`src/rtl/wb_trace_buffer_if.sv`:
```
// Signal bundle between the pipeline debug taps / drainer (master) and wb_trace_buffer (slave).
interface wb_trace_buffer_if #(
    parameter int DEPTH = 16,
    parameter int TS_W  = 16
);
    localparam int CW = $clog2(DEPTH) + 1;

    logic [31:0]     in_PC;
    logic [31:0]     in_write_data;
    logic            Capture_En;
    logic            Clear_Overflow;
    logic            Out_Ready;
    logic            Out_Valid;
    logic [31:0]     Out_PC;
    logic [31:0]     Out_Data;
    logic [TS_W-1:0] Out_Stamp;
    logic [CW-1:0]   Count;
    logic            Full;
    logic            Empty;
    logic            Overflow;
    logic [15:0]     Drop_Count;

    modport master (
        output in_PC, in_write_data, Capture_En, Clear_Overflow, Out_Ready,
        input  Out_Valid, Out_PC, Out_Data, Out_Stamp, Count, Full, Empty,
               Overflow, Drop_Count
    );

    modport slave (
        input  in_PC, in_write_data, Capture_En, Clear_Overflow, Out_Ready,
        output Out_Valid, Out_PC, Out_Data, Out_Stamp, Count, Full, Empty,
               Overflow, Drop_Count
    );
endinterface

```
`src/rtl/wb_trace_buffer.sv`:
```
// Timestamped write-back trace FIFO; captures pipeline debug events without back-pressuring the core.
module wb_trace_buffer #(
    parameter int DEPTH       = 16,
    parameter int TS_W        = 16,
    parameter bit FILTER_ZERO = 1'b1
) (
    input logic              Clk,
    input logic              Reset,
    wb_trace_buffer_if.slave bus
);
    localparam int            AW         = $clog2(DEPTH);
    localparam int            CW         = AW + 1;
    localparam logic [CW-1:0] FULL_COUNT = CW'(DEPTH);

    typedef struct packed {
        logic [31:0]     pc;
        logic [31:0]     data;
        logic [TS_W-1:0] stamp;
    } entry_t;

    entry_t          mem [DEPTH];
    entry_t          head;
    logic [AW-1:0]   wr_ptr;
    logic [AW-1:0]   rd_ptr;
    logic [CW-1:0]   count;
    logic [TS_W-1:0] stamp;
    logic            overflow;
    logic [15:0]     drop_count;
    logic            full;
    logic            empty;
    logic            push;
    logic            pop;
    logic            accept;
    logic            drop;

    // A full FIFO still takes a push when the head leaves in the same cycle.
    always_comb begin
        full   = (count == FULL_COUNT);
        empty  = (count == '0);
        push   = bus.Capture_En && (!FILTER_ZERO || (bus.in_write_data != '0));
        pop    = !empty && bus.Out_Ready;
        accept = push && (!full || pop);
        drop   = push && full && !pop;
    end

    // NOTE: storage is deliberately left out of reset; the head mux masks stale contents while empty.
    always_ff @(posedge Clk) begin
        if (accept) begin
            mem[wr_ptr] <= '{pc: bus.in_PC, data: bus.in_write_data, stamp: stamp};
        end
    end

    // NOTE: all sequential state uses non-blocking assignments so every register samples pre-edge values.
    always_ff @(posedge Clk) begin
        if (Reset) begin
            wr_ptr     <= '0;
            rd_ptr     <= '0;
            count      <= '0;
            stamp      <= '0;
            overflow   <= 1'b0;
            drop_count <= '0;
        end else begin
            stamp <= stamp + 1'b1;

            if (accept) begin
                wr_ptr <= wr_ptr + 1'b1;
            end
            if (pop) begin
                rd_ptr <= rd_ptr + 1'b1;
            end

            if (accept && !pop) begin
                count <= count + 1'b1;
            end else if (pop && !accept) begin
                count <= count - 1'b1;
            end

            // Clear beats a drop landing in the same cycle.
            if (bus.Clear_Overflow) begin
                overflow   <= 1'b0;
                drop_count <= '0;
            end else if (drop) begin
                overflow <= 1'b1;
                if (drop_count != 16'hFFFF) begin
                    drop_count <= drop_count + 1'b1;
                end
            end
        end
    end

    assign head = mem[rd_ptr];

    assign bus.Out_Valid  = !empty;
    assign bus.Out_PC     = empty ? '0 : head.pc;
    assign bus.Out_Data   = empty ? '0 : head.data;
    assign bus.Out_Stamp  = empty ? '0 : head.stamp;
    assign bus.Count      = count;
    assign bus.Full       = full;
    assign bus.Empty      = empty;
    assign bus.Overflow   = overflow;
    assign bus.Drop_Count = drop_count;
endmodule

```
`src/flat_wrapper.sv`:
```
// flat-port wrapper written by rule: the top's interface ports become plain ports
module wb_trace_buffer_flat 
#(
    parameter int DEPTH       = 16,
    parameter int TS_W        = 16,
    parameter bit FILTER_ZERO = 1'b1
)
  (Clk, Reset, bus_in_PC, bus_in_write_data, bus_Capture_En, bus_Clear_Overflow, bus_Out_Ready, bus_Out_Valid, bus_Out_PC, bus_Out_Data, bus_Out_Stamp, bus_Count, bus_Full, bus_Empty, bus_Overflow, bus_Drop_Count);
  wb_trace_buffer_if #(.DEPTH(DEPTH), .TS_W(TS_W)) bus_i ();
  input logic Clk;
  input logic Reset;
  input wire logic [$bits(bus_i.in_PC)-1:0] bus_in_PC;
  input wire logic [$bits(bus_i.in_write_data)-1:0] bus_in_write_data;
  input wire logic [$bits(bus_i.Capture_En)-1:0] bus_Capture_En;
  input wire logic [$bits(bus_i.Clear_Overflow)-1:0] bus_Clear_Overflow;
  input wire logic [$bits(bus_i.Out_Ready)-1:0] bus_Out_Ready;
  output wire logic [$bits(bus_i.Out_Valid)-1:0] bus_Out_Valid;
  output wire logic [$bits(bus_i.Out_PC)-1:0] bus_Out_PC;
  output wire logic [$bits(bus_i.Out_Data)-1:0] bus_Out_Data;
  output wire logic [$bits(bus_i.Out_Stamp)-1:0] bus_Out_Stamp;
  output wire logic [$bits(bus_i.Count)-1:0] bus_Count;
  output wire logic [$bits(bus_i.Full)-1:0] bus_Full;
  output wire logic [$bits(bus_i.Empty)-1:0] bus_Empty;
  output wire logic [$bits(bus_i.Overflow)-1:0] bus_Overflow;
  output wire logic [$bits(bus_i.Drop_Count)-1:0] bus_Drop_Count;
  assign bus_i.in_PC = bus_in_PC;
  assign bus_i.in_write_data = bus_in_write_data;
  assign bus_i.Capture_En = bus_Capture_En;
  assign bus_i.Clear_Overflow = bus_Clear_Overflow;
  assign bus_i.Out_Ready = bus_Out_Ready;
  assign bus_Out_Valid = bus_i.Out_Valid;
  assign bus_Out_PC = bus_i.Out_PC;
  assign bus_Out_Data = bus_i.Out_Data;
  assign bus_Out_Stamp = bus_i.Out_Stamp;
  assign bus_Count = bus_i.Count;
  assign bus_Full = bus_i.Full;
  assign bus_Empty = bus_i.Empty;
  assign bus_Overflow = bus_i.Overflow;
  assign bus_Drop_Count = bus_i.Drop_Count;
  wb_trace_buffer #(.DEPTH(DEPTH), .TS_W(TS_W), .FILTER_ZERO(FILTER_ZERO)) u_core (.Clk(Clk), .Reset(Reset), .bus(bus_i));
endmodule
```
`config.mk`:
```
export PLATFORM = sky130hd
export DESIGN_NAME = wb_trace_buffer_flat
export DESIGN_NICKNAME = d
export VERILOG_FILES = /design/src/rtl/wb_trace_buffer_if.sv /design/src/rtl/wb_trace_buffer.sv /design/src/flat_wrapper.sv
export SDC_FILE = /design/constraint.sdc
export NUM_CORES = 1
export LEC_CHECK = 0
export CAP_MARGIN = 5
export CORE_ASPECT_RATIO = 1.2
export CORE_MARGIN = 1.5
export CORE_UTILIZATION = 45
export DETAILED_ROUTE_END_ITERATION = 10
export SYNTH_ARGS = -nofsm -noshare
export SYNTH_HDL_FRONTEND = slang
export SYNTH_SLANG_ARGS = --single-unit
```
`constraint.sdc`:
```
create_clock -name Clk -period 11.5 [get_ports Clk]
set_input_delay 1.725 -clock Clk [delete_from_list [all_inputs] [get_ports Clk]]
set_output_delay 1.725 -clock Clk [all_outputs]
set_load 0.01 [all_outputs]
```
==> results of run 1 <==
-- per-layer routing --
layer	vias up	track usage	wire, um
met3	150	0.0381	5560
met4	8	0.0447	1750
met1	12600	0.270	46600
met2	619	0.339	58700
li1	9686	-	-
met5	-	0	63
-- power by group --
group          switching [mW]  internal, mW  leakage (nW)
Sequential              0.107          5.39          12.0
Combinational            1.19          1.46          3.63
Clock                    1.79          2.55          2.14
Total                    3.09          9.40          17.8
-- logic make-up (layout without fill, tap and decap cells) --
logic type | count (synthesis) | count (layout) | share of synthesized area
compound gates | 53 | 53 | 0.00690
xor+xnor | 20 | 20 | 0.00344
fa+ha+maj | 12 | 12 | 0.00310
buf+inv | 118 | 449 | 0.00943
flops | 1330 | 1330 | 0.774
mux | 403 | 403 | 0.177
other cells | 0 | 3 | 0
simple gates | 218 | 218 | 0.0254
-- critical path: cells and delay by family --
family	cells	cell delay, ns
buffers and inverters	3	2.25
AND/OR/NAND/NOR	4	2.30
AO/OA/AOI/OAI	1	0.32
-- Yosys cell counts (all sizes together), types with 8 or more instances --
cell       n  area, um^2
edfxtp  1280       38400
mux4     400        9010
and2      81         507
clkbuf    73         274
dfxtp     50        1000
buf       38         180
nor2      35         131
nand3     23         115
a21oi     22         110
o21ai     15        75.1
nand2     13        48.8
or3       13        82.6
ha        11         138
nor4      10        62.6
xnor2     10        87.6
xor2      10        87.6
and4       9        78.8
nand4      8        50.1
-- sequential cells by signal, indices dropped and copies added, names as in the netlist, named ones only --
register / count
u_core.bus.Overflow: 1
u_core.stamp: 16
u_core.bus.Count: 5
u_core.bus.Drop_Count: 16
u_core.rd_ptr: 4
u_core.mem: 1280
u_core.wr_ptr: 4
-- how the worst max path moves through the flow --
stage | endpoint | slack (ns) | depth (start not counted)
finish | u_core.mem[1][48] | 5.11 | 8
global route | bus_Out_PC[11] | 4.80 | 5
global placement | u_core.mem[1][53] | 4.43 | 8
floorplan | u_core.mem[0][0] | 0.30 | 6
CTS | bus_Out_Data[31] | 4.96 | 5
detailed placement | u_core.mem[1][71] | 4.23 | 8
-- cell type report --
| cell class | count | area, um^2 |
|---|---|---|
| timing repair buffer | 205 | 2010 |
| clock inverter | 69 | 781 |
| multi-input combinational | 706 | 11100 |
| fill | 8673 | 53600 |
| antenna | 3 | 7.51 |
| tap | 1507 | 1890 |
| sequential | 1330 | 39500 |
| clock buffer | 168 | 3580 |
| inverter | 7 | 26.3 |
==> results.sh, run 1 <==
export IMPL_outcome="finished clean"
export IMPL_yosys_cell_types_count=47
export IMPL_yosysWarningCount=0
export IMPL_cpMaxStageDelayCell="nor2_1"
export IMPL_dr_total_vias=23000
export IMPL_fin_total_pwr_mw=12.5
export IMPL_cts_reportedPaths_clkPinSlew_ns=0.06
export IMPL_postSynthNetCount=2235
export IMPL_floorplan_initialDensity=0.453
export IMPL_most_common_library_cell_in_the_layout_ignoring_fill_and_taps="edfxtp_1"
export IMPL_timing_final_crit_period_ns=6.39
export IMPL_share_of_cells_above_drive_strength_1=0.263
export IMPL_path_common_cell="buf_4"
export IMPL_crit_path_start="bus_in_write_data[5]"
export IMPL_place_gp_congestion=0.750
export IMPL_fin_nets=2463
export IMPL_placement_rows=135
export IMPL_final_wirelength_um=113000
export IMPL_detail_route_drc_violations=0
export IMPL_pin_count=174
export IMPL_reported_leakage_power_nw=17.8
export IMPL_finish_cell_count_without_fillers=3995
export IMPL_maxCapViolCount=0
export IMPL_max_clock_path_buffers=3
export IMPL_clk_insertion_delay_late_ns=0.75
export IMPL_ir_drop_mv=0.239
export IMPL_post_place_cells=3755
export IMPL_layout_worst_path_cycle_share=0.556
export IMPL_timing_max_slew_rel_slack=0.137
export IMPL_hold_viol=0
export IMPL_cts_hold_buffers_added=0
export IMPL_max_freq_mhz=156
export IMPL_asyncSetResetFlopFracSynth=0
export IMPL_smallest_hold_slack_ns=0.490
export IMPL_drt_wirelength_per_cell_um=28.2
export IMPL_globalRoute_totalOverflow=0
export IMPL_die_area_um2=115000
export IMPL_setup_viol_count_final=0
export IMPL_syn_inst=2154
export IMPL_antenna_violating_nets_post_route=0
export IMPL_rsz0062_at_grt="false"
export IMPL_synthFlopType="edfxtp_1"
export IMPL_floorplan_die_width_um=310
export IMPL_wire_length_of_the_first_global_routing_pass_um=166000
export IMPL_dpl_hpwl_um=59600
export IMPL_r2r_end="u_core.mem[1][48]"
export IMPL_number_of_global_route_vias_before_repair=24600
export IMPL_timing_hold_worst_start="u_core.rd_ptr[1]"
export IMPL_first_pass_iters=5
export IMPL_clockRootBuffer="clkbuf_16"
export IMPL_maximum_number_of_pins_on_one_net_before_global_route_repair=162
export IMPL_synth_enable_flop_cells=1280
export IMPL_worst_pin_slew_ns=1.29
export IMPL_post_cts_buffers=0
export IMPL_synth_sequential_area_ratio=0.774
export IMPL_cp_data_required_time_ns=11.85
export IMPL_io_buffer_count=173
export IMPL_numCtsBuffers=132
export IMPL_cts_resized_gates=0
export IMPL_worst_r2r_cell_count=6
export IMPL_critical_path_reg2reg_startpoint="u_core.bus.Count[1]"
export IMPL_setup_slack_ns=5.11
export IMPL_setup_total_negative_slack_ns=0
export IMPL_timing_critical_path_fanout_max=45
export IMPL_finish_utilization=0.523
export IMPL_commonest_non_fill_non_tap_cells_in_the_layout="edfxtp_1, mux4_2, clkdlybuf4s50_1, clkbuf_16, and2_1"
export IMPL_worst_setup_path_start_kind="primary input"
export IMPL_post_synth_cell_area_avg_um2=23.6
export IMPL_drt_first_iter_violations=1990
export IMPL_antenna_found_initial=7
export IMPL_timing_critical_path_cells="clkdlybuf4s50_1 > nor4_1 > nand4_1 > o21ai_0 > nor2_1 > nor4bb_4 > buf_4 > buf_4"
export IMPL_via_per_inst=5.77
export IMPL_clock_skew_ns=0.0256
export IMPL_critical_path_max_stage_delay_ns=1.03
export IMPL_placed_cell_area_um2=54500
export IMPL_setup_slack_of_the_most_critical_reg_to_reg_path_ns=7.37
export IMPL_arrival_ns=6.74
export IMPL_mappedNetlistArea_um2=50900
export IMPL_detailedPlace_worstSlack_ns=4.23
export IMPL_cts_tree="done"
export IMPL_cts_htree_levels=4
export IMPL_grt_util_all_layers=0.200
export IMPL_vertical_extent_of_the_die_um=372
export IMPL_path_class="in -> reg"
export IMPL_placeableCoreArea_um2=112000
export IMPL_clock_net_sink_count=1330
export IMPL_timing_final_max_slew_violations=0
export IMPL_critical_path_endpoint_type="flop"
export IMPL_final_design_area_no_fill_um2=58900
export IMPL_worst_hold_path_type="reg -> reg"
export IMPL_power_per_cell_area_nw_per_um2=212
export IMPL_hold_depth=2
export IMPL_area_growth_pct=15.6
export IMPL_number_of_register_bits_inferred_by_synthesis=1330
Power figures use the tool's default switching activity.
==> run 2: changes to the inputs <==
==> constraint.sdc (replaced) <==
create_clock -name Clk -period 6.35 [get_ports Clk]
set_input_delay 0.9525 -clock Clk [delete_from_list [all_inputs] [get_ports Clk]]
set_output_delay 0.9525 -clock Clk [all_outputs]
set_load 0.01 [all_outputs]
==> results.sh, run 2 (same netlist as run 1, synthesis figures left out) <==
export IMPL_die_area_um2=115000
export IMPL_finish_utilization=0.526
export IMPL_maximum_number_of_pins_on_one_net_before_global_route_repair=81
export IMPL_critical_path_endpoint_type="primary output"
export IMPL_most_common_library_cell_in_the_layout_ignoring_fill_and_taps="edfxtp_1"
export IMPL_max_clock_path_buffers=3
export IMPL_pin_count=174
export IMPL_hold_viol=0
export IMPL_share_of_cells_above_drive_strength_1=0.270
export IMPL_fin_nets=2497
export IMPL_cts_hold_buffers_added=0
export IMPL_drt_first_iter_violations=1900
export IMPL_reported_leakage_power_nw=17.9
export IMPL_post_cts_buffers=0
export IMPL_cts_tree="done"
export IMPL_rsz0062_at_grt="false"
export IMPL_timing_final_max_slew_violations=0
export IMPL_regMostFlops="u_core.mem"
export IMPL_post_place_cells=3788
export IMPL_place_gp_congestion=0.744
export IMPL_seq_area_um2=39500
export IMPL_detail_route_drc_violations=0
export IMPL_timing_final_crit_period_ns=5.01
export IMPL_floorplan_initialDensity=0.453
export IMPL_max_freq_mhz=199
export IMPL_dpl_hpwl_um=60900
export IMPL_cts_resized_gates=0
export IMPL_cp_data_required_time_ns=5.40
export IMPL_ir_drop_mv=0.503
export IMPL_timing_max_slew_rel_slack=0.319
export IMPL_number_of_global_route_vias_before_repair=24700
export IMPL_maxCapViolCount=0
export IMPL_clock_net_sink_count=1330
export IMPL_internal_power_mw=16.5
export IMPL_detailedPlace_worstSlack_ns=1.12
export IMPL_netSwitchingFraction=0.255
export IMPL_fin_total_pwr_mw=22.1
export IMPL_via_per_inst=5.78
export IMPL_cts_htree_levels=4
export IMPL_floorplan_die_width_um=310
export IMPL_area_growth_pct=16.1
export IMPL_setup_viol_count_final=0
export IMPL_wire_length_of_the_first_global_routing_pass_um=167000
export IMPL_clock_skew_ns=0.0149
export IMPL_vertical_extent_of_the_die_um=372
export IMPL_worst_pin_slew_ns=1.02
export IMPL_antenna_found_initial=7
export IMPL_placement_rows=135
export IMPL_cts_reportedPaths_clkPinSlew_ns=0.06
export IMPL_arrival_ns=4.06
export IMPL_sequentialPowerShare=0.449
export IMPL_worst_hold_path_type="reg -> reg"
export IMPL_numCtsBuffers=133
export IMPL_commonest_non_fill_non_tap_cells_in_the_layout="edfxtp_1, mux4_2, clkdlybuf4s50_1, clkbuf_16, and2_1"
export IMPL_clk_insertion_delay_late_ns=0.75
export IMPL_antenna_violating_nets_post_route=0
export IMPL_final_wirelength_um=113000
export IMPL_grt_util_all_layers=0.202
export IMPL_placeableCoreArea_um2=112000
export IMPL_largest_register_ffs=1280
export IMPL_multi_input_area_um2=11100
export IMPL_p_clk_frac=0.330
export IMPL_worst_setup_path_start_kind="flop"
export IMPL_path_class="reg -> out"
export IMPL_clockRootBuffer="clkbuf_16"
export IMPL_timing_critical_path_fanout_max=30
export IMPL_layout_worst_path_cycle_share=0.790
export IMPL_net_switching_power_mw=5.64
export IMPL_p_comb_frac=0.221
export IMPL_first_pass_iters=7
export IMPL_fill_cells=8604
export IMPL_globalRoute_totalOverflow=0
export IMPL_setup_slack_ns=1.34
export IMPL_io_buffer_count=173
export IMPL_drt_wirelength_per_cell_um=28.2
export IMPL_power_per_cell_area_nw_per_um2=374
export IMPL_finish_cell_count_without_fillers=4026
export IMPL_dr_total_vias=23300
export IMPL_outcome="finished clean"
[run 2: cell types whose count changed in the layout (fill, tap and decap cells not counted), moves of 2 or more]
cell and delta:
buf_4 +3, clkbuf_16 -4, clkinv_8 +4, inv_16 +2
clkinv_1 +3, clkbuf_1 +4, bufinv_16 -13, buf_12 +30
clkinv_2 +2
[run 2: final timing paths]
kind / start / endpoint / slack (ns) / cells past startpoint
worst max-delay path: flop / bus_Out_Stamp[7] / 1.34 / 5
worst max register to register: u_core.bus.Count[1] / u_core.bus.Count[4] / 2.82 / 11
worst min register to register: u_core.bus.Overflow / u_core.bus.Overflow / 0.50 / 2
worst min-delay path: u_core.bus.Overflow / u_core.bus.Overflow / 0.50 / 2
[run 2: power groups by stage]
stage          combinational [mW]  clock [mW]  sequential (mW)
2_1_floorplan                3.24           0             10.0
3_3_place_gp                 4.97           0             10.1
3_5_place_dp                 5.01           0             10.1
4_1_cts                      5.03        7.47             9.94
5_1_grt                      5.26        7.78             9.96
6_report                     4.89        7.31             9.93
[run 2: layer usage]
metal | wire (um) | up-vias | share of wire | GRT usage
li1 | - | 9748 | - | -
met5 | 24 | - | 0.00021 | 0
met4 | 2020 | 4 | 0.018 | 0.0523
met3 | 6270 | 142 | 0.055 | 0.0381
met2 | 57400 | 721 | 0.51 | 0.333
met1 | 47700 | 12700 | 0.42 | 0.277
[run 2: through the flow]
stage,hold slack [ns],cell area (um^2),TNS (ns)
finish,0.503,59200,0
global route,0.526,59200,0
CTS,0.499,59200,0
detailed placement,0.485,55100,0
global placement,0.459,55100,0
floorplan,0.459,51000,-268.72
[run 2: cell type report]
type                       count  area share
inverter                       7    0.000444
antenna                        2   0.0000846
timing repair buffer         238      0.0445
tap                         1507      0.0319
sequential                  1330       0.667
multi-input combinational    706       0.188
clock inverter                67     0.00874
clock buffer                 169      0.0594
[run 2: critical path, cell delays in order, from the launching register on]
cell and delay, ns:
dfxtp_4 0.78, buf_4 0.65, mux4_2 0.58, mux4_2 0.58, and2_1 0.21, clkdlybuf4s50_1 0.48
==> run 3: changes to the inputs <==
==> constraint.sdc (replaced) <==
create_clock -name Clk -period 4.3 [get_ports Clk]
set_input_delay 0.645 -clock Clk [delete_from_list [all_inputs] [get_ports Clk]]
set_output_delay 0.645 -clock Clk [all_outputs]
set_load 0.01 [all_outputs]
==> results.sh, run 3 (same netlist as run 1, synthesis figures left out) <==
export IMPL_p_clk_frac=0.337
export IMPL_ir_drop_mv=0.439
export IMPL_critPathTopFamily="multiplexers"
export IMPL_setup_total_negative_slack_ns=0
export IMPL_floorplan_initialDensity=0.453
export IMPL_fin_nets=2549
export IMPL_worst_setup_path_start_kind="flop"
export IMPL_path_common_cell="mux4_2"
export IMPL_clock_skew_ns=0.0211
export IMPL_max_freq_mhz=239
export IMPL_worstPathBufferInverterCount=3
export IMPL_setup_viol_count_final=0
export IMPL_worst_hold_path_type="reg -> reg"
export IMPL_multi_input_area_um2=11100
export IMPL_seq_area_um2=39500
export IMPL_most_common_library_cell_in_the_layout_ignoring_fill_and_taps="edfxtp_1"
export IMPL_pin_count=174
export IMPL_floorplan_die_width_um=310
export IMPL_path_class="reg -> out"
export IMPL_antenna_violating_nets_post_route=0
export IMPL_via_per_inst=5.88
export IMPL_io_buffer_count=173
export IMPL_sequentialPowerShare=0.435
export IMPL_largest_register_ffs=1280
export IMPL_outcome="finished clean"
export IMPL_timing_max_slew_rel_slack=0.475
export IMPL_fin_total_pwr_mw=33.4
export IMPL_drt_first_iter_violations=2399
export IMPL_fill_cells=8571
export IMPL_hold_viol=0
export IMPL_drt_wirelength_per_cell_um=29.2
export IMPL_dpl_hpwl_um=64500
export IMPL_placement_rows=135
export IMPL_cts_htree_levels=4
export IMPL_first_pass_iters=5
export IMPL_finish_utilization=0.534
export IMPL_final_wirelength_um=119000
export IMPL_commonest_non_fill_non_tap_cells_in_the_layout="edfxtp_1, mux4_2, clkdlybuf4s50_1, clkbuf_16, and2_1"
export IMPL_area_growth_pct=17.9
export IMPL_vertical_extent_of_the_die_um=372
export IMPL_placeableCoreArea_um2=112000
export IMPL_dr_total_vias=24000
export IMPL_rsz0062_at_grt="true"
export IMPL_maximum_number_of_pins_on_one_net_before_global_route_repair=85
export IMPL_clockRootBuffer="clkbuf_16"
export IMPL_clk_insertion_delay_late_ns=0.74
export IMPL_place_gp_congestion=0.740
export IMPL_insertedDiodeCount=0
export IMPL_cp_data_required_time_ns=3.65
export IMPL_layout_worst_path_cycle_share=0.972
export IMPL_numCtsBuffers=132
export IMPL_worst_pin_slew_ns=0.781
export IMPL_wire_length_of_the_first_global_routing_pass_um=174000
export IMPL_grt_util_all_layers=0.211
export IMPL_maxCapViolCount=0
export IMPL_antenna_found_initial=3
export IMPL_power_per_cell_area_nw_per_um2=557
export IMPL_netSwitchingFraction=0.250
export IMPL_number_of_global_route_vias_before_repair=25300
export IMPL_p_comb_frac=0.228
export IMPL_post_cts_buffers=0
export IMPL_regMostFlops="u_core.mem"
export IMPL_critical_path_endpoint_type="primary output"
export IMPL_detail_route_drc_violations=0
export IMPL_timing_final_crit_period_ns=4.18
export IMPL_die_area_um2=115000
export IMPL_share_of_cells_above_drive_strength_1=0.284
export IMPL_timing_critical_path_cells="buf_8 > buf_16 > mux4_2 > mux4_2 > and2_1 > clkdlybuf4s50_1"
export IMPL_cpMaxStageDelayCell="mux4_2"
export IMPL_reported_leakage_power_nw=18.3
export IMPL_cts_reportedPaths_clkPinSlew_ns=0.06
export IMPL_globalRoute_totalOverflow=0
export IMPL_timing_critical_path_fanout_max=46
export IMPL_cts_hold_buffers_added=0
export IMPL_internal_power_mw=25.1
export IMPL_critical_path_max_stage_delay_ns=0.64
export IMPL_clock_net_sink_count=1330
export IMPL_net_switching_power_mw=8.35
export IMPL_arrival_ns=3.53
export IMPL_cts_tree="done"
export IMPL_timing_final_max_slew_violations=0
export IMPL_max_clock_path_buffers=3
-- run 3: cell count changes in the layout (fill, tap and decap cells not counted), moves of 5 or more --
cell       change
buf_12        +19
buf_4         +29
bufinv_16      +8
clkbuf_16      +7
clkbuf_8       -5
clkinv_1       +6
clkinv_2       -8
clkinv_8       -5
-- run 3: per-layer routing --
metal  track usage  vias up  routed length [um]  part of all wire
li1              -     9857                   -                 -
met1         0.298    13100               50100              0.42
met2         0.340      877               59100              0.50
met3        0.0369      153                7260             0.061
met4        0.0597        4                2360             0.020
met5             0        -                  28           0.00024
-- run 3: per-stage QoR --
stage / area, um^2 / instances / setup slack, ns / hold WS (ns)
floorplan: 51000 / 2154 / -0.245 / 0.459
global placement: 55800 / 3840 / -0.225 / 0.472
detailed placement: 55800 / 3840 / -0.129 / 0.480
CTS: 60000 / 4072 / 0.00563 / 0.495
global route: 60100 / 4072 / -0.0222 / 0.530
finish: 60100 / 4072 / 0.122 / 0.497
-- run 3: tightest hold or removal path, cell delays in order (launching register included) --
cell     delay (ns)
dfxtp_1        0.33
nand2_1        0.06
a21oi_1        0.07
-- run 3: worst paths after layout --
kind	start	to	slack [ns]	depth (start not counted)
hold / removal	u_core.rd_ptr[1]	flop	0.50	2
setup / recovery	flop	bus_Out_PC[0]	0.12	6
setup reg to reg	u_core.bus.Count[1]	u_core.bus.Count[4]	1.18	11
hold reg to reg	u_core.rd_ptr[1]	flop	0.50	2
-- run 3: repair_timing --
| action | in CTS | in global routing |
|---|---|---|
| gates cloned | 1 | 0 |
| endpoints found under the hold margin | 0 | 0 |
| resized for setup | 3 | 2 |
| setup endpoints to repair | 14 | 10 |
-- run 3: power by group through the flow --
stage / sequential, mW / clock [mW] / combinational (mW)
CTS: 14.6 / 11.5 / 7.82
global route: 14.6 / 11.9 / 8.14
floorplan: 14.8 / 0 / 4.79
finish: 14.5 / 11.3 / 7.63
detailed placement: 14.8 / 0 / 7.72
global placement: 14.8 / 0 / 7.71
-- run 3: area by class of cell --
cell class,instances,area share
multi-input combinational,706,0.186
clock buffer,167,0.0600
timing repair buffer,291,0.0560
inverter,7,0.000437
tap,1507,0.0314
sequential,1330,0.657
clock inverter,64,0.00965
